$ cat config.mk
export PLATFORM = sky130hd
export DESIGN_NAME = hand_feature_extractor
export DESIGN_NICKNAME = d
export VERILOG_FILES = /design/src/rtl/hand_feature_extractor.sv
export SDC_FILE = /design/constraint.sdc
export NUM_CORES = 1
export LEC_CHECK = 0
export ABC_CLOCK_PERIOD_IN_PS = 4500
export BUFFER_PORTS_ARGS = -buffer_cell sky130_fd_sc_hd__buf_2
export CAP_MARGIN = 20
export CORE_MARGIN = 10
export CORE_UTILIZATION = 61
export CTS_BUF_LIST = sky130_fd_sc_hd__clkbuf_16
export DETAILED_ROUTE_END_ITERATION = 10
export PLACE_DENSITY = 0.8
export RECOVER_POWER = 50
export SLEW_MARGIN = 10
export SYNTH_ARGS = -nofsm -noshare
export SYNTH_HDL_FRONTEND = slang
export SYNTH_SLANG_ARGS = --single-unit
export TNS_END_PERCENT = 30
$ cat constraint.sdc
create_clock -name clk -period 4.5 [get_ports clk]
set_input_delay 0.675 -clock clk [delete_from_list [all_inputs] [get_ports clk]]
set_output_delay 0.675 -clock clk [all_outputs]
set_load 0.01 [all_outputs]
$ cat src/rtl/hand_feature_extractor.sv
`default_nettype none
// ============================================================================
//  Module      : hand_feature_extractor
//  Description : Accepts one player's 5-card hand serially (valid/ready), builds
//                a rank histogram, scans ranks 14..2 and emits hand-category
//                flags plus ordered tie-break ranks for card_level_detector.
//  Ports       : clk, rst                - clock, synchronous active-high reset
//                card_valid/card_ready   - card input handshake
//                card_rank/card_suit     - card being offered
//                out_valid/out_ready     - result handshake
//                out_err                 - hand held an illegal rank
//                is_*                    - hand-category flags
//                same_num_max_num_1..4   - tie-break ranks, slot 1 first
//                flush_max_num           - top rank of a flush
//                straight_max_num        - top rank of a straight (5 = wheel)
//  Revision    : 1.0 - initial release
// ============================================================================
module hand_feature_extractor #(
    parameter int RANK_W   = 4,
    parameter int SUIT_W   = 2,
    parameter bit WHEEL_EN = 1'b1
) (
    input  logic              clk,
    input  logic              rst,
    input  logic              card_valid,
    output logic              card_ready,
    input  logic [RANK_W-1:0] card_rank,
    input  logic [SUIT_W-1:0] card_suit,
    output logic              out_valid,
    input  logic              out_ready,
    output logic              out_err,
    output logic              is_four_of_a_kind,
    output logic              is_full_house,
    output logic              is_three_of_a_kind,
    output logic              is_two_pair,
    output logic              is_pair,
    output logic              is_flush,
    output logic              is_straight,
    output logic [RANK_W-1:0] same_num_max_num_1,
    output logic [RANK_W-1:0] same_num_max_num_2,
    output logic [RANK_W-1:0] same_num_max_num_3,
    output logic [RANK_W-1:0] same_num_max_num_4,
    output logic [RANK_W-1:0] flush_max_num,
    output logic [RANK_W-1:0] straight_max_num
);

    localparam int                c_NRANK     = 1 << RANK_W;
    localparam logic [RANK_W-1:0] c_RANK_MIN  = RANK_W'(2);
    localparam logic [RANK_W-1:0] c_RANK_MAX  = RANK_W'(14);
    localparam logic [RANK_W-1:0] c_WHEEL_MAX = RANK_W'(5);
    localparam logic [RANK_W-1:0] c_RUN_SPAN  = RANK_W'(4);

    typedef enum logic [1:0] {
        ST_COLLECT  = 2'd0,
        ST_SCAN     = 2'd1,
        ST_CLASSIFY = 2'd2,
        ST_DONE     = 2'd3
    } state_t;

    state_t r_state, w_state_next;

    logic [2:0]        r_hist [c_NRANK];
    logic [2:0]        r_count;
    logic [SUIT_W-1:0] r_suit0;
    logic              r_same_suit;
    logic              r_err;
    logic [RANK_W-1:0] r_ptr;
    // Rank 0 is never a legal rank, so a zero value means "not found".
    logic [RANK_W-1:0] r_quad;
    logic [RANK_W-1:0] r_trip;
    logic [RANK_W-1:0] r_pair [2];
    logic [1:0]        r_npair;
    logic [RANK_W-1:0] r_single [8];
    logic [2:0]        r_nsingle;
    logic [2:0]        r_run;
    logic              r_straight;
    logic [RANK_W-1:0] r_straight_max;

    logic       w_card_fire;
    logic       w_out_fire;
    logic       w_card_bad;
    logic [2:0] w_hcur;
    logic [2:0] w_run_next;

    assign card_ready  = (r_state == ST_COLLECT);
    assign out_valid   = (r_state == ST_DONE);
    assign w_card_fire = card_valid && card_ready;
    assign w_out_fire  = out_valid && out_ready;
    assign w_card_bad  = (card_rank < c_RANK_MIN) || (card_rank > c_RANK_MAX);
    assign w_hcur      = r_hist[r_ptr];
    assign w_run_next  = (w_hcur == 3'd1) ? (r_run + 3'd1) : 3'd0;

    always_ff @(posedge clk) begin
        if (rst) begin
            r_state <= ST_COLLECT;
        end else begin
            r_state <= w_state_next;
        end
    end

    always_comb begin
        w_state_next = r_state;
        case (r_state)
            ST_COLLECT:  if (w_card_fire && r_count == 3'd4) w_state_next = ST_SCAN;
            ST_SCAN:     if (r_ptr == c_RANK_MIN) w_state_next = ST_CLASSIFY;
            ST_CLASSIFY: w_state_next = ST_DONE;
            ST_DONE:     if (out_ready) w_state_next = ST_COLLECT;
            default:     w_state_next = ST_COLLECT;
        endcase
    end

    always_ff @(posedge clk) begin
        if (rst || w_out_fire) begin
            for (int i = 0; i < c_NRANK; i++) r_hist[i] <= '0;
            for (int i = 0; i < 8; i++) r_single[i] <= '0;
            r_pair[0]          <= '0;
            r_pair[1]          <= '0;
            r_count            <= '0;
            r_suit0            <= '0;
            r_same_suit        <= 1'b1;
            r_err              <= 1'b0;
            r_ptr              <= c_RANK_MAX;
            r_quad             <= '0;
            r_trip             <= '0;
            r_npair            <= '0;
            r_nsingle          <= '0;
            r_run              <= '0;
            r_straight         <= 1'b0;
            r_straight_max     <= '0;
            out_err            <= 1'b0;
            is_four_of_a_kind  <= 1'b0;
            is_full_house      <= 1'b0;
            is_three_of_a_kind <= 1'b0;
            is_two_pair        <= 1'b0;
            is_pair            <= 1'b0;
            is_flush           <= 1'b0;
            is_straight        <= 1'b0;
            same_num_max_num_1 <= '0;
            same_num_max_num_2 <= '0;
            same_num_max_num_3 <= '0;
            same_num_max_num_4 <= '0;
            flush_max_num      <= '0;
            straight_max_num   <= '0;
        end else begin
            case (r_state)
                ST_COLLECT: begin
                    if (w_card_fire) begin
                        r_hist[card_rank] <= r_hist[card_rank] + 3'd1;
                        r_count           <= r_count + 3'd1;
                        if (r_count == 3'd0) r_suit0 <= card_suit;
                        else if (card_suit != r_suit0) r_same_suit <= 1'b0;
                        if (w_card_bad) r_err <= 1'b1;
                    end
                end
                ST_SCAN: begin
                    r_ptr <= r_ptr - RANK_W'(1);
                    r_run <= w_run_next;
                    if (w_hcur == 3'd4) r_quad <= r_ptr;
                    if (w_hcur == 3'd3) r_trip <= r_ptr;
                    if (w_hcur == 3'd2 && r_npair < 2'd2) begin
                        r_pair[r_npair[0]] <= r_ptr;
                        r_npair            <= r_npair + 2'd1;
                    end
                    if (w_hcur == 3'd1 && r_nsingle < 3'd5) begin
                        r_single[r_nsingle] <= r_ptr;
                        r_nsingle           <= r_nsingle + 3'd1;
                    end
                    if (w_run_next == 3'd5) begin
                        r_straight     <= 1'b1;
                        r_straight_max <= r_ptr + c_RUN_SPAN;
                    end else if (WHEEL_EN && r_ptr == c_RANK_MIN && w_run_next == 3'd4
                                 && r_hist[c_RANK_MAX] == 3'd1) begin
                        // 5-4-3-2 run plus a lone ace: the ace plays low.
                        r_straight     <= 1'b1;
                        r_straight_max <= c_WHEEL_MAX;
                    end
                end
                ST_CLASSIFY: begin
                    out_err            <= r_err;
                    is_four_of_a_kind  <= 1'b0;
                    is_full_house      <= 1'b0;
                    is_three_of_a_kind <= 1'b0;
                    is_two_pair        <= 1'b0;
                    is_pair            <= 1'b0;
                    is_flush           <= 1'b0;
                    is_straight        <= 1'b0;
                    same_num_max_num_1 <= '0;
                    same_num_max_num_2 <= '0;
                    same_num_max_num_3 <= '0;
                    same_num_max_num_4 <= '0;
                    flush_max_num      <= '0;
                    straight_max_num   <= '0;
                    if (!r_err) begin
                        is_flush         <= r_same_suit;
                        // A flush has five distinct ranks, so the top single is its max.
                        flush_max_num    <= r_same_suit ? r_single[0] : '0;
                        is_straight      <= r_straight;
                        straight_max_num <= r_straight_max;
                        if (r_quad != '0) begin
                            is_four_of_a_kind  <= 1'b1;
                            same_num_max_num_1 <= r_quad;
                            same_num_max_num_2 <= r_single[0];
                        end else if (r_trip != '0 && r_npair != 2'd0) begin
                            is_full_house      <= 1'b1;
                            same_num_max_num_1 <= r_trip;
                            same_num_max_num_2 <= r_pair[0];
                        end else if (r_trip != '0) begin
                            is_three_of_a_kind <= 1'b1;
                            same_num_max_num_1 <= r_trip;
                            same_num_max_num_2 <= r_single[0];
                            same_num_max_num_3 <= r_single[1];
                        end else if (r_npair == 2'd2) begin
                            is_two_pair        <= 1'b1;
                            same_num_max_num_1 <= r_pair[0];
                            same_num_max_num_2 <= r_pair[1];
                            same_num_max_num_3 <= r_single[0];
                        end else if (r_npair == 2'd1) begin
                            is_pair            <= 1'b1;
                            same_num_max_num_1 <= r_pair[0];
                            same_num_max_num_2 <= r_single[0];
                            same_num_max_num_3 <= r_single[1];
                            same_num_max_num_4 <= r_single[2];
                        end else begin
                            same_num_max_num_1 <= r_single[0];
                            same_num_max_num_2 <= r_single[1];
                            same_num_max_num_3 <= r_single[2];
                            same_num_max_num_4 <= r_single[3];
                        end
                    end
                end
                default: ;
            endcase
        end
    end

endmodule
`default_nettype wire

# ---- Word-level counts from Yosys, hierarchy flattened
# Memories as Yosys holds them, arrays and structs flattened. A register that Yosys moved wholly into a read port is not among the register bits.
# Index checks and enable logic that the tools add are counted.
dict set report word_totals {
  regBits 66
  ramBits 88
  input_bits 10
  output_inout_bits 34
  elab_cells 172
  n_memories 3
}
# memory depth word_bits read_ports rd_ports_with_merged_regs write_ports line_no
set mem_list {}
lappend mem_list {r_hist 16 3 3 1 16 62} ;# logic [2:0] r_hist [c_NRANK];
lappend mem_list {r_single 8 4 4 0 8 73} ;# logic [RANK_W-1:0] r_single [8];
lappend mem_list {r_pair 2 4 2 0 2 71} ;# logic [RANK_W-1:0] r_pair [2];
dict set report op_classes {
  n_addsub 7
  n_lt_le_gt_ge 4
  eq_ne 18
  mux 83
  n_bitwise 1
  reduce_logical 29
}
# op count
set op_table {}
lappend op_table {{2-to-1 mux 4 bit} 34}
lappend op_table {{2-to-1 mux 1 bit} 42}
lappend op_table {{adder 3 x 1 -> 3 bit (second input constant)} 4}
lappend op_table {{== test 3 bit (second input constant)} 4}
lappend op_table {{AND reduction 2 bit} 6}
lappend op_table {{2-to-1 mux 3 bit} 3}
lappend op_table {{AND reduction 3 bit} 3}
lappend op_table {{logical AND 1 bit} 8}
lappend op_table {{one-hot mux 2 bit (4 select lines)} 1}
lappend op_table {{nonzero test 4 bit} 2}
lappend op_table {{OR reduction 4 bit} 2}
lappend op_table {{== test 2 bit (second input constant)} 3}
lappend op_table {{== test 3 x 1 -> 1 bit (second input constant)} 2}
lappend op_table {{== test 3 x 2 -> 1 bit (second input constant)} 2}
lappend op_table {{2-to-1 mux 2 bit} 3}
lappend op_table {{adder 4 x 3 -> 4 bit (second input constant)} 1}
lappend op_table {{== test 2 x 1 -> 1 bit (second input constant)} 2}
lappend op_table {{== test 4 x 2 -> 1 bit (second input constant)} 1}
lappend op_table {{greater-than comparator 4 bit (second input constant)} 1}
lappend op_table {{less-than comparator 4 x 2 -> 1 bit (second input constant)} 1}
lappend op_table {{inequality test 2 x 1 -> 1 bit (second input constant)} 2}
lappend op_table {{AND reduction 4 bit} 1}
lappend op_table {{nonzero test 2 bit} 2}
lappend op_table {{subtractor 4 x 1 -> 4 bit (second input constant)} 1}
lappend op_table {{other kinds (10)} 11}

# ---- Logic depth before layout (Yosys ltp)
# Gate-level depths: netlist of run 1.
dict set report logic_depth {
  depth_word 8
  ltp_mapped 9
  mapped_depth_nobuf 7
}

# ---- Least setup slack after synthesis of run 1
# Ideal clock, no wire load.
dict set report synth_timing {
  kind {input-to-reg}
  start {input card_rank[1]}
  end {memory r_hist[10][2], data pin}
  setup_ps 265
  arrival_ps 3284
  setup_slack_ps 951
  cell_stages 9
  cell_sequence {clkbuf_1 buf_1 mux4_2 mux4_2 buf_1 ha_1 xnor2_1 clkbuf_1 nor2_1}
}
# element line_no
set synth_lines {}
lappend synth_lines {{start, declared} 27} ;# input logic [RANK_W-1:0] card_rank,
lappend synth_lines {{end, declared} 62}

==> results of run 1 <==
-- metal layers --
metal,global-route usage (%),vias up,wire length [um]
li1,-,2447,-
met1,22.3,2468,6040
met2,34.5,244,8060
met3,4.80,43,1190
met4,10.0,0,445
met5,0,-,0
-- sequential cells by signal, summed over array words and instances (netlist names), 2 cells and up, named ones only --
signal,flops
r_state,2
straight_max_num,4
r_hist,48
r_run,3
r_suit0,2
same_num_max_num_2,4
r_pair,8
r_quad,4
r_npair,2
r_count,3
r_nsingle,3
r_single,16
same_num_max_num_3,4
r_trip,4
flush_max_num,4
same_num_max_num_1,4
r_straight_max,4
r_ptr,4
same_num_max_num_4,4
-- path summary, 6_finish.rpt --
path	startpoint	end	depth (start not counted)
min reg2reg	same_num_max_num_2[0]	same_num_max_num_2[0]	2
min	rst	r_state[0]	2
max	r_state[0]	r_hist[15][1]	6
max reg2reg	r_state[0]	r_hist[15][1]	6
-- layout make-up --
cell class,count,share of cell area (%)
clock inverters,12,0.922
inverters,18,0.874
multi-input cells,442,40.9
flip-flops and latches,142,46.1
well taps,143,2.31
clock buffers,19,6.15
repair buffers,50,2.80
-- cell usage in the layout (no fill, tap or decap), types with 7 or more instances in the layout --
master	synthesis	final
nand2_1	90	90
nor2_1	87	87
edfxtp_1	72	72
dfxtp_1	70	70
clkbuf_1	31	37
mux2i_1	25	25
a21oi_1	22	22
nor3_1	21	21
inv_1	18	21
o21ai_0	20	20
mux4_2	19	19
clkbuf_16	0	19
a22oi_1	18	18
ha_1	16	16
nor4_1	11	11
nand3_1	10	10
mux4_1	10	10
buf_2	3	8
nor2b_1	7	7
-- where the power goes --
part           switching (mW)  internal, mW  leakage (nW)
combinational           0.297         0.228          1.31
sequential              0.106          1.43          1.31
clock                   0.526         0.760         0.280
total                   0.930          2.42          2.90
-- stage by stage --
| stage | hold WS, ps | instance area [um^2] | power, mW | setup WS, ps | cells |
|---|---|---|---|---|---|
| finish | 457 | 7730 | 3.34 | 695 | 826 |
| global placement | 445 | 7250 | 2.05 | 990 | 795 |
| detailed placement | 451 | 7250 | 2.08 | 887 | 795 |
| global route | 463 | 7730 | 3.47 | 439 | 826 |
| CTS | 460 | 7800 | 3.35 | 1040 | 826 |
| floorplan | 429 | 7000 | 1.97 | 951 | 646 |
-- cell usage after synthesis, drive strengths merged (5+ instances only) --
cell    instances  area share [%]
a21oi          22             1.6
a222oi          5            0.71
a22oi          18             1.9
buf            13             1.4
clkbuf         31             1.7
dfxtp          70              20
edfxtp         72              31
ha             16             2.9
inv            18            0.96
mux2i          25             3.6
mux4           29             9.9
nand2          90             4.8
nand3          10            0.71
nor2           87             4.7
nor2b           7            0.63
nor3           21             1.5
nor4           14             1.6
o21a            5            0.54
o21ai          20             1.4
o22ai           5            0.45
xnor2           5            0.63
-- kinds of logic after synthesis --
group	after synthesis	synth area share [%]
flip-flops	142	50.9
AO/OA/AOI/OAI	106	10.4
AND/OR/NAND/NOR	254	16.8
multiplexers	58	14.1
buffers and inverters	62	3.98
adder cells (fa/ha/maj)	16	2.86
XOR/XNOR	8	1.00
==> impl_metrics.env, run 1 <==
export IMPL_firstDrtPassIters=6
export IMPL_rsz0062_at_grt="false"
export IMPL_worstMarginPinSlew_ps=2310
export IMPL_power_density_mw_per_mm2=433
export IMPL_cts_tree="built"
export IMPL_synth_cell_type_count=57
export IMPL_root_buffer="clkbuf_16"
export IMPL_seq_area_frac_synth_pct=50.9
export IMPL_drt_iter0_drc=501
export IMPL_h_tree_depth=4
export IMPL_cts_buffers=17
export IMPL_start_kind="flip-flop"
export IMPL_crit_buf_inv=1
export IMPL_post_route_util_pct=68.3
export IMPL_grt_max_degree=54
export IMPL_synthFlopType="edfxtp_1"
export IMPL_drc=0
export IMPL_holdCritPathClass="in2reg"
export IMPL_core_region_area_mm2=0.0113
export IMPL_grt_pass1_wl_um=26100
export IMPL_slowest_delay_ps=1680
export IMPL_num_antenna_cells=0
export IMPL_yosysWarnings=0
export IMPL_nFillCells=868
export IMPL_via_per_inst=6.30
export IMPL_dr_total_vias=5202
export IMPL_start_util_pct=61.9
export IMPL_netlist_area_mm2=0.00700
export IMPL_path_cells="ha_1 > a21oi_1 > clkbuf_1 > and4_1 > nand3_1 > nand2_1"
export IMPL_clock_fmax_ghz=0.263
export IMPL_max_slew_margin_pct=-54.1
export IMPL_ys_ff_latch=142
export IMPL_syn_to_final_growth_pct=10.4
export IMPL_period_minus_slack_ps=3810
export IMPL_cp_end_kind="flip-flop"
export IMPL_gp_congestion=0.905
export IMPL_leakage_nw=2.90
export IMPL_multiInputGateArea_mm2=0.00316
export IMPL_final_hold_viol_count=0
export IMPL_syn_num_nets=672
export IMPL_clock_sinks=142
export IMPL_antenna_found_initial=0
export IMPL_status="complete, but fails checks"
export IMPL_die_x_um=127
export IMPL_syn_area_per_cell_um2=10.8
export IMPL_wl_um=15700
export IMPL_die_area_mm2=0.0162
export IMPL_fin_nets=697
export IMPL_violations="capacitance limit, slew limit"
export IMPL_wire_per_inst_um=19.1
export IMPL_ctsResizeCount=0
export IMPL_gr_total_overflow=0
export IMPL_rrSetupSlack_ps=690
export IMPL_ios=44
export IMPL_die_y_um=127
export IMPL_ir_worst_vdd_v=0.000305
export IMPL_final_antenna_net_count=0
export IMPL_hold_buffers=0
export IMPL_clkLatencyLatePin_ps=420
export IMPL_cts_setup_buffers=0
export IMPL_skew_ps=10.2
export IMPL_cts_buffer_depth=2
export IMPL_slowest_stage="clkbuf_1"
export IMPL_critPathRequiredTime_ps=4600
export IMPL_synth_edf_count=72
export IMPL_maxCapViolations=2
export IMPL_rows=39
export IMPL_async_reset_ff_share_pct=0
export IMPL_hpwl_um=11200
export IMPL_slew_violations=101
export IMPL_tns_ps=0
export IMPL_worst_setup_path_type="reg2reg"
export IMPL_path_clk_slew_ps=60
export IMPL_grt_use_total_pct=19.9
export IMPL_cp_max_fo=53
export IMPL_worstPathArrival_ps=3900
export IMPL_path_delay_family="buffers and inverters"
export IMPL_timing_final_crit_share_pct=84.6
export IMPL_grt_pass1_vias=5122
export IMPL_portBuffers=43
export IMPL_seq_area_mm2=0.00356
export IMPL_final_layout_size_suffix_gt1_share_pct=11.0
export IMPL_syn_inst=646
export IMPL_finalSetupViolations=0
Note: power is estimated with default switching activity, not from simulation.
==> inputs of run 2 (changes only) <==
--- a/config.mk
+++ b/config.mk
@@ -5,14 +5,14 @@
 export SDC_FILE = /design/constraint.sdc
 export NUM_CORES = 1
 export LEC_CHECK = 0
-export ABC_CLOCK_PERIOD_IN_PS = 4500
+export ABC_CLOCK_PERIOD_IN_PS = 3200
 export BUFFER_PORTS_ARGS = -buffer_cell sky130_fd_sc_hd__buf_2
 export CAP_MARGIN = 20
 export CORE_MARGIN = 10
-export CORE_UTILIZATION = 61
+export CORE_UTILIZATION = 55
 export CTS_BUF_LIST = sky130_fd_sc_hd__clkbuf_16
 export DETAILED_ROUTE_END_ITERATION = 10
-export PLACE_DENSITY = 0.8
+export PLACE_DENSITY = 0.76
 export RECOVER_POWER = 50
 export SLEW_MARGIN = 10
 export SYNTH_ARGS = -nofsm -noshare
==> constraint.sdc (replaced) <==
create_clock -name clk -period 3.2 [get_ports clk]
set_input_delay 0.48 -clock clk [delete_from_list [all_inputs] [get_ports clk]]
set_output_delay 0.48 -clock clk [all_outputs]
set_load 0.01 [all_outputs]
==> impl_metrics.env, run 2 (synthesized netlist as in run 1, its figures left out) <==
export IMPL_ctsResizeCount=0
export IMPL_firstDrtPassIters=5
export IMPL_slowest_stage="o21ai_0"
export IMPL_final_common_cell="nand2_1"
export IMPL_root_buffer="clkbuf_16"
export IMPL_hp_start="rst"
export IMPL_tns_ps=0
export IMPL_timing_final_crit_share_pct=91.7
export IMPL_rsz0062_at_grt="false"
export IMPL_crit_buf_inv=1
export IMPL_largest_register="r_hist"
export IMPL_drc=0
export IMPL_cts_setup_buffers=0
export IMPL_largest_register_ffs=48
export IMPL_reg_top3="r_hist: 48 flops, r_single: 16 flops, r_pair: 8 flops"
export IMPL_final_hold_viol_count=0
export IMPL_core_region_area_mm2=0.0126
export IMPL_path_clk_slew_ps=60
export IMPL_antenna_found_initial=0
export IMPL_cts_tree="built"
export IMPL_grt_max_degree=53
export IMPL_portBuffers=43
export IMPL_slowest_delay_ps=580
export IMPL_clkLatencyLatePin_ps=430
export IMPL_rows=41
export IMPL_hold_ws_ps=264
export IMPL_wl_um=16200
export IMPL_final_antenna_net_count=0
export IMPL_cp_max_fo=9
export IMPL_path_cells="buf_4 > mux4_2 > nand2_1 > and4_1 > nand4_1 > o21ai_0"
export IMPL_hold_buffers=0
export IMPL_status="finished clean"
export IMPL_worst_setup_path_type="reg2reg"
export IMPL_grt_pass1_vias=5257
export IMPL_ios=44
export IMPL_nFillCells=990
export IMPL_whs_endpoint="r_state[1]"
export IMPL_gr_total_overflow=0
export IMPL_critPathRequiredTime_ps=3260
export IMPL_r2r_end="r_pair[1][2]"
export IMPL_final_layout_size_suffix_gt1_share_pct=13.4
export IMPL_cp_end_kind="flip-flop"
export IMPL_rrSetupSlack_ps=270
export IMPL_maxCapViolations=0
export IMPL_cts_buffer_depth=2
export IMPL_finalSetupViolations=0
export IMPL_clock_fmax_ghz=0.341
export IMPL_leakage_nw=2.98
export IMPL_die_x_um=133
export IMPL_cts_buffers=17
export IMPL_die_area_mm2=0.0176
export IMPL_ff2ff_path_depth=6
export IMPL_crit_cells=6
export IMPL_worstPathArrival_ps=3000
export IMPL_max_slew_margin_pct=29.9
export IMPL_drt_iter0_drc=425
export IMPL_hpwl_um=11500
export IMPL_syn_to_final_growth_pct=13.1
export IMPL_grt_pass1_wl_um=26800
export IMPL_holdCritPathClass="in2reg"
export IMPL_gp_congestion=0.911
export IMPL_dr_total_vias=5285
export IMPL_grt_use_total_pct=18.6
export IMPL_slew_violations=0
export IMPL_wire_per_inst_um=18.7
export IMPL_hold_depth=2
export IMPL_die_y_um=133
export IMPL_start_kind="flip-flop"
export IMPL_skew_ps=8.52
export IMPL_power_density_mw_per_mm2=620
export IMPL_period_minus_slack_ps=2930
export IMPL_start_util_pct=55.7
export IMPL_worstMarginPinSlew_ps=1050
export IMPL_via_per_inst=6.09
export IMPL_clock_sinks=142
export IMPL_layout_common_cells="90 x nand2_1, 87 x nor2_1, 72 x edfxtp_1"
export IMPL_ir_worst_vdd_v=0.000355
export IMPL_h_tree_depth=4
export IMPL_num_antenna_cells=0
export IMPL_fin_nets=709
export IMPL_path_delay_family="simple AND/OR/NAND/NOR gates"
[run 2: changes by cell type in the layout (fill, tap and decap cells not counted), sizes merged]
cell	previous run	this run
clkbuf	56	58
clkinvlp	2	0
clkinv	2	4
buf	13	24
[run 2: layout make-up]
class	instances	area, um^2	share of cell area, %
Sequential cell	142	3560	45.0
Tap cell	172	215	2.72
Inverter	18	67.6	0.853
Clock inverter	12	90.1	1.14
Clock buffer	20	500	6.32
Timing Repair Buffer	62	315	3.98
Multi-Input combinational cell	442	3170	40.0
[run 2: metal layers]
metal / global-route usage (%) / vias up / wire (um)
met5: 0 / - / 0
met4: 8.92 / 0 / 497
met3: 4.96 / 45 / 991
met2: 32.0 / 197 / 8210
met1: 20.8 / 2572 / 6490
li1: - / 2471 / -
[run 2: how the worst max path moves through the flow]
stage                                 to  slack, ps
final                       r_pair[1][2]        270
after global routing      r_single[0][1]         20
after CTS                   r_pair[1][0]        290
after detailed placement    r_hist[2][2]        230
after global placement     r_hist[15][2]        300
after floorplan            r_hist[10][2]         40
[run 2: worst register-to-register path, delay by kind of cell (launching register included)]
family	cells	cell delay [ps]
and+or+nand+nor	3	690
AOI/OAI and AO/OA	1	580
DFF	1	570
muxes	1	490
buffers and inverters	1	230
[run 2: where the power goes]
part	switching [mW]	internal, mW
clock	0.815	1.14
combinational	0.456	0.364
sequential	0.125	2.01
total	1.40	3.51
[run 2: through the flow]
| step | instance area (um^2) | cells | utilization [%] | setup WS, ps | total power [mW] |
|---|---|---|---|---|---|
| 2_1_floorplan | 7010 | 646 | - | 36.6 | 2.77 |
| 3_5_place_dp | 7400 | 836 | 58.8 | 227 | 2.98 |
| 5_1_grt | 7920 | 868 | 63.0 | 22.7 | 5.09 |
| 3_3_place_gp | 7400 | 836 | 58.8 | 300 | 2.94 |
| 4_1_cts | 7990 | 868 | 63.5 | 285 | 4.92 |
| 6_report | 7920 | 868 | 63.0 | 266 | 4.91 |
